**src/rtl/id_ex_if.sv**
```systemverilog
// ID-to-EX stage bundle: decoded operands and controls from ID, registered ALU
// slice controls and pipeline controls back out of EX.
interface id_ex_if #(
  parameter int DW = 32,
  parameter int RW = 5
);
  logic          ex_stall;
  logic          ex_flush;
  logic          id_valid;
  logic [DW-1:0] id_rs_data;
  logic [DW-1:0] id_rt_data;
  logic [DW-1:0] id_imm;
  logic [4:0]    id_shamt;
  logic [RW-1:0] id_rd_addr;
  logic [1:0]    id_alu_op;
  logic [5:0]    id_funct;
  logic          id_alu_src;
  logic          id_reg_write;
  logic          id_mem_read;
  logic          id_mem_write;
  logic          id_mem_to_reg;

  logic          ex_valid;
  logic [DW-1:0] ex_a;
  logic [DW-1:0] ex_b;
  logic [DW-1:0] ex_rt_data;
  logic [2:0]    ex_alu_sig;
  logic          ex_inv;
  logic          ex_shift;
  logic [4:0]    ex_shamt;
  logic [RW-1:0] ex_rd_addr;
  logic          ex_reg_write;
  logic          ex_mem_read;
  logic          ex_mem_write;
  logic          ex_mem_to_reg;
  logic          ex_illegal;

  modport master (
    output ex_stall, ex_flush, id_valid, id_rs_data, id_rt_data, id_imm, id_shamt,
           id_rd_addr, id_alu_op, id_funct, id_alu_src, id_reg_write, id_mem_read,
           id_mem_write, id_mem_to_reg,
    input  ex_valid, ex_a, ex_b, ex_rt_data, ex_alu_sig, ex_inv, ex_shift, ex_shamt,
           ex_rd_addr, ex_reg_write, ex_mem_read, ex_mem_write, ex_mem_to_reg, ex_illegal
  );

  modport slave (
    input  ex_stall, ex_flush, id_valid, id_rs_data, id_rt_data, id_imm, id_shamt,
           id_rd_addr, id_alu_op, id_funct, id_alu_src, id_reg_write, id_mem_read,
           id_mem_write, id_mem_to_reg,
    output ex_valid, ex_a, ex_b, ex_rt_data, ex_alu_sig, ex_inv, ex_shift, ex_shamt,
           ex_rd_addr, ex_reg_write, ex_mem_read, ex_mem_write, ex_mem_to_reg, ex_illegal
  );
endinterface

```
**src/rtl/id_ex_alu_stage.sv**
```systemverilog
// ID/EX pipeline register for the 1-bit-slice ripple ALU: latches operands and
// controls, and translates ALUOp/funct into the slice mux select and invert.
module id_ex_alu_stage #(
  parameter int DW = 32,
  parameter int RW = 5
) (
  input  logic    clk,
  input  logic    rst_n,
  id_ex_if.slave  bus
);

  typedef struct packed {
    logic          valid;
    logic [DW-1:0] a;
    logic [DW-1:0] b;
    logic [DW-1:0] rt_data;
    logic [2:0]    sig;
    logic          inv;
    logic          shift;
    logic [4:0]    shamt;
    logic [RW-1:0] rd_addr;
    logic          reg_write;
    logic          mem_read;
    logic          mem_write;
    logic          mem_to_reg;
    logic          illegal;
  } stage_t;

  // Returns {sig[2:0], inv, shift, illegal}
  function automatic logic [5:0] alu_decode(input logic [1:0] op, input logic [5:0] funct);
    logic [5:0] r;
    case (op)
      2'b00: r = {3'b010, 1'b0, 1'b0, 1'b0};
      2'b01: r = {3'b010, 1'b1, 1'b0, 1'b0};
      2'b11: r = {3'b011, 1'b1, 1'b0, 1'b0};
      2'b10: begin
        case (funct)
          6'b100000: r = {3'b010, 1'b0, 1'b0, 1'b0};
          6'b100010: r = {3'b010, 1'b1, 1'b0, 1'b0};
          6'b100100: r = {3'b000, 1'b0, 1'b0, 1'b0};
          6'b100101: r = {3'b001, 1'b0, 1'b0, 1'b0};
          6'b101010: r = {3'b011, 1'b1, 1'b0, 1'b0};
          6'b000010: r = {3'b000, 1'b0, 1'b1, 1'b0};
          default:   r = {3'b000, 1'b0, 1'b0, 1'b1};
        endcase
      end
      default: r = {3'b000, 1'b0, 1'b0, 1'b1};
    endcase
    return r;
  endfunction

  stage_t     st_d;
  stage_t     st_q;
  logic [5:0] dec_s;

  // Next-state: flush beats stall; an empty ID slot loads as a bubble
  always_comb begin
    st_d  = st_q;
    dec_s = alu_decode(bus.id_alu_op, bus.id_funct);
    if (bus.ex_flush) begin
      st_d = '0;
    end else if (bus.ex_stall) begin
      st_d = st_q;
    end else if (!bus.id_valid) begin
      st_d = '0;
    end else begin
      st_d.valid   = 1'b1;
      st_d.a       = bus.id_rs_data;
      st_d.b       = bus.id_alu_src ? bus.id_imm : bus.id_rt_data;
      st_d.rt_data = bus.id_rt_data;
      st_d.sig     = dec_s[5:3];
      st_d.inv     = dec_s[2];
      st_d.shift   = dec_s[1];
      st_d.illegal = dec_s[0];
      st_d.shamt   = bus.id_shamt;
      st_d.rd_addr = bus.id_rd_addr;
      // An illegal funct still occupies the slot but must not touch state
      if (dec_s[0]) begin
        st_d.reg_write  = 1'b0;
        st_d.mem_read   = 1'b0;
        st_d.mem_write  = 1'b0;
        st_d.mem_to_reg = 1'b0;
      end else begin
        st_d.reg_write  = bus.id_reg_write;
        st_d.mem_read   = bus.id_mem_read;
        st_d.mem_write  = bus.id_mem_write;
        st_d.mem_to_reg = bus.id_mem_to_reg;
      end
    end
  end

  // Stage register with asynchronous clear
  always_ff @(posedge clk or negedge rst_n) begin
    if (!rst_n) begin
      st_q <= '0;
    end else begin
      st_q <= st_d;
    end
  end

  assign bus.ex_valid      = st_q.valid;
  assign bus.ex_a          = st_q.a;
  assign bus.ex_b          = st_q.b;
  assign bus.ex_rt_data    = st_q.rt_data;
  assign bus.ex_alu_sig    = st_q.sig;
  assign bus.ex_inv        = st_q.inv;
  assign bus.ex_shift      = st_q.shift;
  assign bus.ex_shamt      = st_q.shamt;
  assign bus.ex_rd_addr    = st_q.rd_addr;
  assign bus.ex_reg_write  = st_q.reg_write;
  assign bus.ex_mem_read   = st_q.mem_read;
  assign bus.ex_mem_write  = st_q.mem_write;
  assign bus.ex_mem_to_reg = st_q.mem_to_reg;
  assign bus.ex_illegal    = st_q.illegal;

endmodule

```
**src/flat_wrapper.sv**
```systemverilog
// flat-port wrapper written by rule: the top's interface ports become plain ports
module id_ex_alu_stage_flat 
#(
  parameter int DW = 32,
  parameter int RW = 5
)
  (clk, rst_n, bus_ex_stall, bus_ex_flush, bus_id_valid, bus_id_rs_data, bus_id_rt_data, bus_id_imm, bus_id_shamt, bus_id_rd_addr, bus_id_alu_op, bus_id_funct, bus_id_alu_src, bus_id_reg_write, bus_id_mem_read, bus_id_mem_write, bus_id_mem_to_reg, bus_ex_valid, bus_ex_a, bus_ex_b, bus_ex_rt_data, bus_ex_alu_sig, bus_ex_inv, bus_ex_shift, bus_ex_shamt, bus_ex_rd_addr, bus_ex_reg_write, bus_ex_mem_read, bus_ex_mem_write, bus_ex_mem_to_reg, bus_ex_illegal);
  id_ex_if #(.DW(DW), .RW(RW)) bus_i ();
  input  logic clk;
  input  logic rst_n;
  input wire logic [$bits(bus_i.ex_stall)-1:0] bus_ex_stall;
  input wire logic [$bits(bus_i.ex_flush)-1:0] bus_ex_flush;
  input wire logic [$bits(bus_i.id_valid)-1:0] bus_id_valid;
  input wire logic [$bits(bus_i.id_rs_data)-1:0] bus_id_rs_data;
  input wire logic [$bits(bus_i.id_rt_data)-1:0] bus_id_rt_data;
  input wire logic [$bits(bus_i.id_imm)-1:0] bus_id_imm;
  input wire logic [$bits(bus_i.id_shamt)-1:0] bus_id_shamt;
  input wire logic [$bits(bus_i.id_rd_addr)-1:0] bus_id_rd_addr;
  input wire logic [$bits(bus_i.id_alu_op)-1:0] bus_id_alu_op;
  input wire logic [$bits(bus_i.id_funct)-1:0] bus_id_funct;
  input wire logic [$bits(bus_i.id_alu_src)-1:0] bus_id_alu_src;
  input wire logic [$bits(bus_i.id_reg_write)-1:0] bus_id_reg_write;
  input wire logic [$bits(bus_i.id_mem_read)-1:0] bus_id_mem_read;
  input wire logic [$bits(bus_i.id_mem_write)-1:0] bus_id_mem_write;
  input wire logic [$bits(bus_i.id_mem_to_reg)-1:0] bus_id_mem_to_reg;
  output wire logic [$bits(bus_i.ex_valid)-1:0] bus_ex_valid;
  output wire logic [$bits(bus_i.ex_a)-1:0] bus_ex_a;
  output wire logic [$bits(bus_i.ex_b)-1:0] bus_ex_b;
  output wire logic [$bits(bus_i.ex_rt_data)-1:0] bus_ex_rt_data;
  output wire logic [$bits(bus_i.ex_alu_sig)-1:0] bus_ex_alu_sig;
  output wire logic [$bits(bus_i.ex_inv)-1:0] bus_ex_inv;
  output wire logic [$bits(bus_i.ex_shift)-1:0] bus_ex_shift;
  output wire logic [$bits(bus_i.ex_shamt)-1:0] bus_ex_shamt;
  output wire logic [$bits(bus_i.ex_rd_addr)-1:0] bus_ex_rd_addr;
  output wire logic [$bits(bus_i.ex_reg_write)-1:0] bus_ex_reg_write;
  output wire logic [$bits(bus_i.ex_mem_read)-1:0] bus_ex_mem_read;
  output wire logic [$bits(bus_i.ex_mem_write)-1:0] bus_ex_mem_write;
  output wire logic [$bits(bus_i.ex_mem_to_reg)-1:0] bus_ex_mem_to_reg;
  output wire logic [$bits(bus_i.ex_illegal)-1:0] bus_ex_illegal;
  assign bus_i.ex_stall = bus_ex_stall;
  assign bus_i.ex_flush = bus_ex_flush;
  assign bus_i.id_valid = bus_id_valid;
  assign bus_i.id_rs_data = bus_id_rs_data;
  assign bus_i.id_rt_data = bus_id_rt_data;
  assign bus_i.id_imm = bus_id_imm;
  assign bus_i.id_shamt = bus_id_shamt;
  assign bus_i.id_rd_addr = bus_id_rd_addr;
  assign bus_i.id_alu_op = bus_id_alu_op;
  assign bus_i.id_funct = bus_id_funct;
  assign bus_i.id_alu_src = bus_id_alu_src;
  assign bus_i.id_reg_write = bus_id_reg_write;
  assign bus_i.id_mem_read = bus_id_mem_read;
  assign bus_i.id_mem_write = bus_id_mem_write;
  assign bus_i.id_mem_to_reg = bus_id_mem_to_reg;
  assign bus_ex_valid = bus_i.ex_valid;
  assign bus_ex_a = bus_i.ex_a;
  assign bus_ex_b = bus_i.ex_b;
  assign bus_ex_rt_data = bus_i.ex_rt_data;
  assign bus_ex_alu_sig = bus_i.ex_alu_sig;
  assign bus_ex_inv = bus_i.ex_inv;
  assign bus_ex_shift = bus_i.ex_shift;
  assign bus_ex_shamt = bus_i.ex_shamt;
  assign bus_ex_rd_addr = bus_i.ex_rd_addr;
  assign bus_ex_reg_write = bus_i.ex_reg_write;
  assign bus_ex_mem_read = bus_i.ex_mem_read;
  assign bus_ex_mem_write = bus_i.ex_mem_write;
  assign bus_ex_mem_to_reg = bus_i.ex_mem_to_reg;
  assign bus_ex_illegal = bus_i.ex_illegal;
  id_ex_alu_stage #(.DW(DW), .RW(RW)) u_core (.clk(clk), .rst_n(rst_n), .bus(bus_i));
endmodule
```
**config.mk**
```make
export PLATFORM = sky130hd
export DESIGN_NAME = id_ex_alu_stage_flat
export DESIGN_NICKNAME = d
export VERILOG_FILES = /design/src/rtl/id_ex_if.sv /design/src/rtl/id_ex_alu_stage.sv /design/src/flat_wrapper.sv
export SDC_FILE = /design/constraint.sdc
export NUM_CORES = 1
export LEC_CHECK = 0
export BUFFER_PORTS_ARGS = -buffer_cell sky130_fd_sc_hd__buf_2
export CAP_MARGIN = 30
export CELL_PAD_IN_SITES_DETAIL_PLACEMENT = 1
export CELL_PAD_IN_SITES_GLOBAL_PLACEMENT = 1
export CORE_ASPECT_RATIO = 0.5
export CORE_MARGIN = 10
export CORE_UTILIZATION = 34
export CTS_CLUSTER_SIZE = 16
export DETAILED_ROUTE_END_ITERATION = 8
export PLACE_DENSITY_LB_ADDON = 0.1
export SLEW_MARGIN = 20
export SYNTH_ARGS = -nofsm -noshare
export SYNTH_HDL_FRONTEND = slang
export SYNTH_SLANG_ARGS = --single-unit
```
**constraint.sdc**
```tcl
create_clock -name clk -period 0.8 [get_ports clk]
set_input_delay 0.24 -clock clk [delete_from_list [all_inputs] [get_ports clk]]
set_output_delay 0.24 -clock clk [all_outputs]
set_load 0.1 [all_outputs]
```
Word-level counts from Yosys, hierarchy flattened
Index checks and enable logic that the tools add are counted.
Widths: inputs -> output; s select.

operators by class
  mux-type cells = 7
  equal/unequal tests = 10
  reduce and logical (&&, ||, !) cells = 1

operator list
  operator            number
  $mux 117            3
  $mux 32             1
  $eq 6x6->1 const B  5
  $pmux 5 s6          1
  $pmux 6 s4          1
  $eq 6x2->1 const B  1
  $eq 2x2->1 const B  2
  $mux 4              1
  $eq 2x1->1 const B  1
  $logic_not 2->1     1
  $ne 2x1->1 const B  1

word-level totals
  input port bits = 124
  output and inout bits = 117
  logic and storage cells = 32
  flip-flop bits (word level) = 117

Depth between registers and ports, before layout
  word-level depth = 7
  gate-level depth with buffers = 6

Worst setup path before layout
Ideal clock, no wire load.

  kind = reg2reg
  start = reg, netlist name u_core.bus.ex_mem_read
  end = reg u_core.st_q (netlist bit u_core.bus.ex_mem_read)
  slack = -440 ps
  stages on the path, launching flop included = 2
  arrival time = 1173 ps
  buffers on the path = 0
  library setup time = 68 ps
  cells stage by stage = dfrtp_1 -> a22o_2

RTL lines
  what                  line                   source
  end signal, assigned  id_ex_alu_stage.sv:97  st_q <= st_d;
  end, declared         id_ex_alu_stage.sv:53  stage_t st_q;

Final worst setup path
  start = reg u_core.st_q (netlist bit u_core.bus.ex_b[19])
  end = out bus_ex_b[19]

RTL lines
  what           line                source
  end, declared  flat_wrapper.sv:28  output wire logic [$bits(bus_i.ex_b)-1:0] bus_ex_b;

No word-level cell between the ends.

==> impl_metrics.env <==
export IMPL_outcome="finished with violations"
export IMPL_violations="setup timing"
export IMPL_cp_startpoint="u_core.bus.ex_b[19]"
export IMPL_synthAdderAreaFrac_pct=0
export IMPL_maxCapViolCount=0
export IMPL_grt_use_total_pct=22.32
export IMPL_hpwl_mm=14.86
export IMPL_grt_overflow=0
export IMPL_avgSynthCellArea_um2=13.06
export IMPL_fp_dieArea_mm2=0.01881
export IMPL_synth_mux_area_share_pct=6.987
export IMPL_crit_path_max_incr_delay_ps=500
export IMPL_grtUsageMet2_pct=41.41
export IMPL_area_growth_syn_to_layout_pct=108.6
export IMPL_grt_first_pass_wirelength_mm=31.80
export IMPL_antenna_found_initial=4
export IMPL_ctsRootBufferMaster="clkbuf_16"
export IMPL_drc_errors=0
export IMPL_grt_pass1_vias=4994
export IMPL_synth_compound_area_share_pct=20.47
export IMPL_cts_clk_slew_worst_paths_ps=60
export IMPL_layout_nets=772
export IMPL_grt_max_degree=38
export IMPL_cts_buffers=17
export IMPL_drt_wirelength_per_cell_um=28.69
export IMPL_synth_top_family_by_area="compound AO/OA/AOI/OAI gates"
export IMPL_dieWidth_um=184.2
export IMPL_hold_viol=0
export IMPL_cp_cell_sequence="buf_12"
export IMPL_min_to="u_core.bus.ex_a[2]"
export IMPL_worst_slack_ps=-544.4
export IMPL_min_path_type="input port to register"
export IMPL_syn_inst=351
export IMPL_slowest_stage="dfrtp_4"
export IMPL_yosysWarnings=0
export IMPL_post_route_min_period_ps=1344
export IMPL_fill_cells=1121
export IMPL_drtPass1Iterations=4
export IMPL_fin_util_pct=74.03
export IMPL_power_density_mw_per_mm2=1980
export IMPL_via_count=4425
export IMPL_worst_path_max_fanout=2
export IMPL_die_h_um=102.1
export IMPL_layout_drive_gt1_share_pct=72.31
export IMPL_r2r_start="u_core.bus.ex_shamt[1]"
export IMPL_clock_latency_ps=410
export IMPL_start_kind="register"
export IMPL_cts_htree_levels=4
export IMPL_synth_seq_cells=116
export IMPL_wirelength_mm=23.90
export IMPL_hp_start="bus_id_rs_data[2]"
export IMPL_drt_first_iter_violations=182
export IMPL_ant_nets=0
export IMPL_fmax_mhz=743.8
export IMPL_ys_seq_area_share_pct=63.32
export IMPL_clockBufferDepth=2
export IMPL_p_leak_uw=0.004250
export IMPL_synth_area_mm2=0.004584
export IMPL_multi_input_area_mm2=0.001618
export IMPL_cp_top_family="flip-flops"
export IMPL_use_met3_pct=9.632
export IMPL_crit_type="register to output pin"
export IMPL_via_per_inst=5.312
export IMPL_synth_distinct_cells=30
export IMPL_core_mm2=0.01292
export IMPL_arrival_ps=1100
export IMPL_synth_xor_area_share_pct=0
export IMPL_cts_tree="built"
export IMPL_reg2reg_to="u_core.bus.ex_shamt[1]"
export IMPL_worstPathRequired_ps=560
export IMPL_vdd_drop_max_uv=1675
export IMPL_cp_end_kind="output pin"
export IMPL_cp_num_buf_inv=1
export IMPL_rrSetupSlack_ps=-280
export IMPL_preCtsSetupSlack_ps=-537.5
export IMPL_reg2regPathDepth=3
export IMPL_fp_row_count=29
export IMPL_min_path_cells=2
export IMPL_drv_slew=0
export IMPL_cts_sinks=116
export IMPL_rsz0062_at_grt="true"
export IMPL_start_util_pct=35.49
export IMPL_hold_slack_ps=44.74
export IMPL_synth_fp_nets=475
export IMPL_grt_busiest_layer="met2"
export IMPL_worst_clock_skew_ps=0
export IMPL_timing_final_crit_share_pct=168.1
export IMPL_synthSimpleGateAreaFrac_pct=5.459
export IMPL_use_met1_pct=23.29
export IMPL_regArea_mm2=0.003338
export IMPL_pin_count=241
export IMPL_io_buffers=239
export IMPL_place_congestion=0.7813
export IMPL_setup_viol=210
Yosys cell counts, drive strengths merged:
cell type,n,area share [%]
dfrtp,116,63
and3b,1,0.22
nand3,1,0.11
inv,1,0.082
and4bb,1,0.27
a32oi,1,0.19
o21ai,35,3.8
a32o,1,0.22
nor4b,1,0.19
mux2i,32,7.0
nor3b,1,0.27
and2b,1,0.22
a41oi,1,0.19
buf,25,3.3
conb,1,0.082
nor2b,1,0.14
a21oi,2,0.30
nor2,4,0.33
clkbuf,4,0.33
a311oi,1,0.57
nand2b,1,0.30
o31ai,1,0.16
and4,1,0.22
a22o,78,15
nand2,39,3.2
layer usage:
| layer | up-vias | wire (um) |
|---|---|---|
| met1 | 2319 | 8739 |
| met5 | - | 27 |
| li1 | 1893 | - |
| met2 | 171 | 12920 |
| met3 | 38 | 1823 |
| met4 | 4 | 390 |
cell usage in the layout, fill, tap and decap left out, types with 2 or more instances in the layout:
| cell | count |
|---|---|
| buf_12 | 126 |
| buf_2 | 116 |
| dfrtp_4 | 116 |
| a22o_1 | 74 |
| buf_6 | 40 |
| nand2_1 | 33 |
| mux2i_1 | 32 |
| o21ai_1 | 29 |
| buf_4 | 20 |
| clkbuf_16 | 17 |
| o21ai_2 | 6 |
| clkinv_2 | 6 |
| bufinv_16 | 4 |
| clkbuf_1 | 4 |
| nor2_1 | 3 |
| nand2_2 | 3 |
| nand2_4 | 3 |
| a22o_2 | 3 |
| buf_8 | 3 |
| diode_2 | 2 |
how the worst max path moves through the flow:
| stage | endpoint | slack, ps | cells after the start |
|---|---|---|---|
| finish | bus_ex_b[19] | -540 | 1 |
| global route | bus_ex_illegal | -560 | 1 |
| CTS | bus_ex_illegal | -550 | 1 |
| detailed placement | u_core.bus.ex_reg_write | -540 | 5 |
| global placement | u_core.bus.ex_alu_sig[0] | -460 | 6 |
| floorplan | u_core.bus.ex_mem_read | -340 | 4 |
area by class of cell:
cell class / count / share of cell area [%]
tap: 170 / 2.224
inverter: 1 / 0.03925
antenna: 2 / 0.05234
sequential: 116 / 34.91
timing repair buffer: 307 / 39.59
multi-input combinational: 205 / 16.92
clock inverter: 11 / 1.662
clock buffer: 21 / 4.606
power breakdown:
group	leakage (uW)	switching [uW]	internal, uW
logic	0.00258	2680	1650
registers	0.00137	294	6240
clock network	0.000298	2880	5190
total	0.00425	5860	13100
logic make-up (layout without fill, tap and decap cells):
kind of cell           after synthesis  after routing
buffers and inverters               30            340
and+or+nand+nor                     52             52
muxes                               32             32
other                                1              3
AOI/OAI and AO/OA                  120            120
DFF                                116            116
repair_timing:
action / CTS / global route
hold buffers: 1 / 1
hold endpoints to repair: 116 / 116
setup endpoints to repair: 217 / 317
buffers inserted: 19 / 24
cloned: 1 / 0
pin swaps: 6 / 15
resized for setup: 39 / 45
through the flow:
| step | total power, uW | TNS, ps | instance area (um2) | instances |
|---|---|---|---|---|
| after floorplan | 8752 | -26710 | 5114 | 351 |
| after global placement | 10570 | -53640 | 8387 | 763 |
| after detailed placement | 10650 | -60390 | 8387 | 763 |
| after CTS | 18740 | -71150 | 9300 | 816 |
| after global routing | 19460 | -71190 | 9560 | 832 |
| final | 18940 | -66630 | 9563 | 833 |
Power figures use the tool's default switching activity.
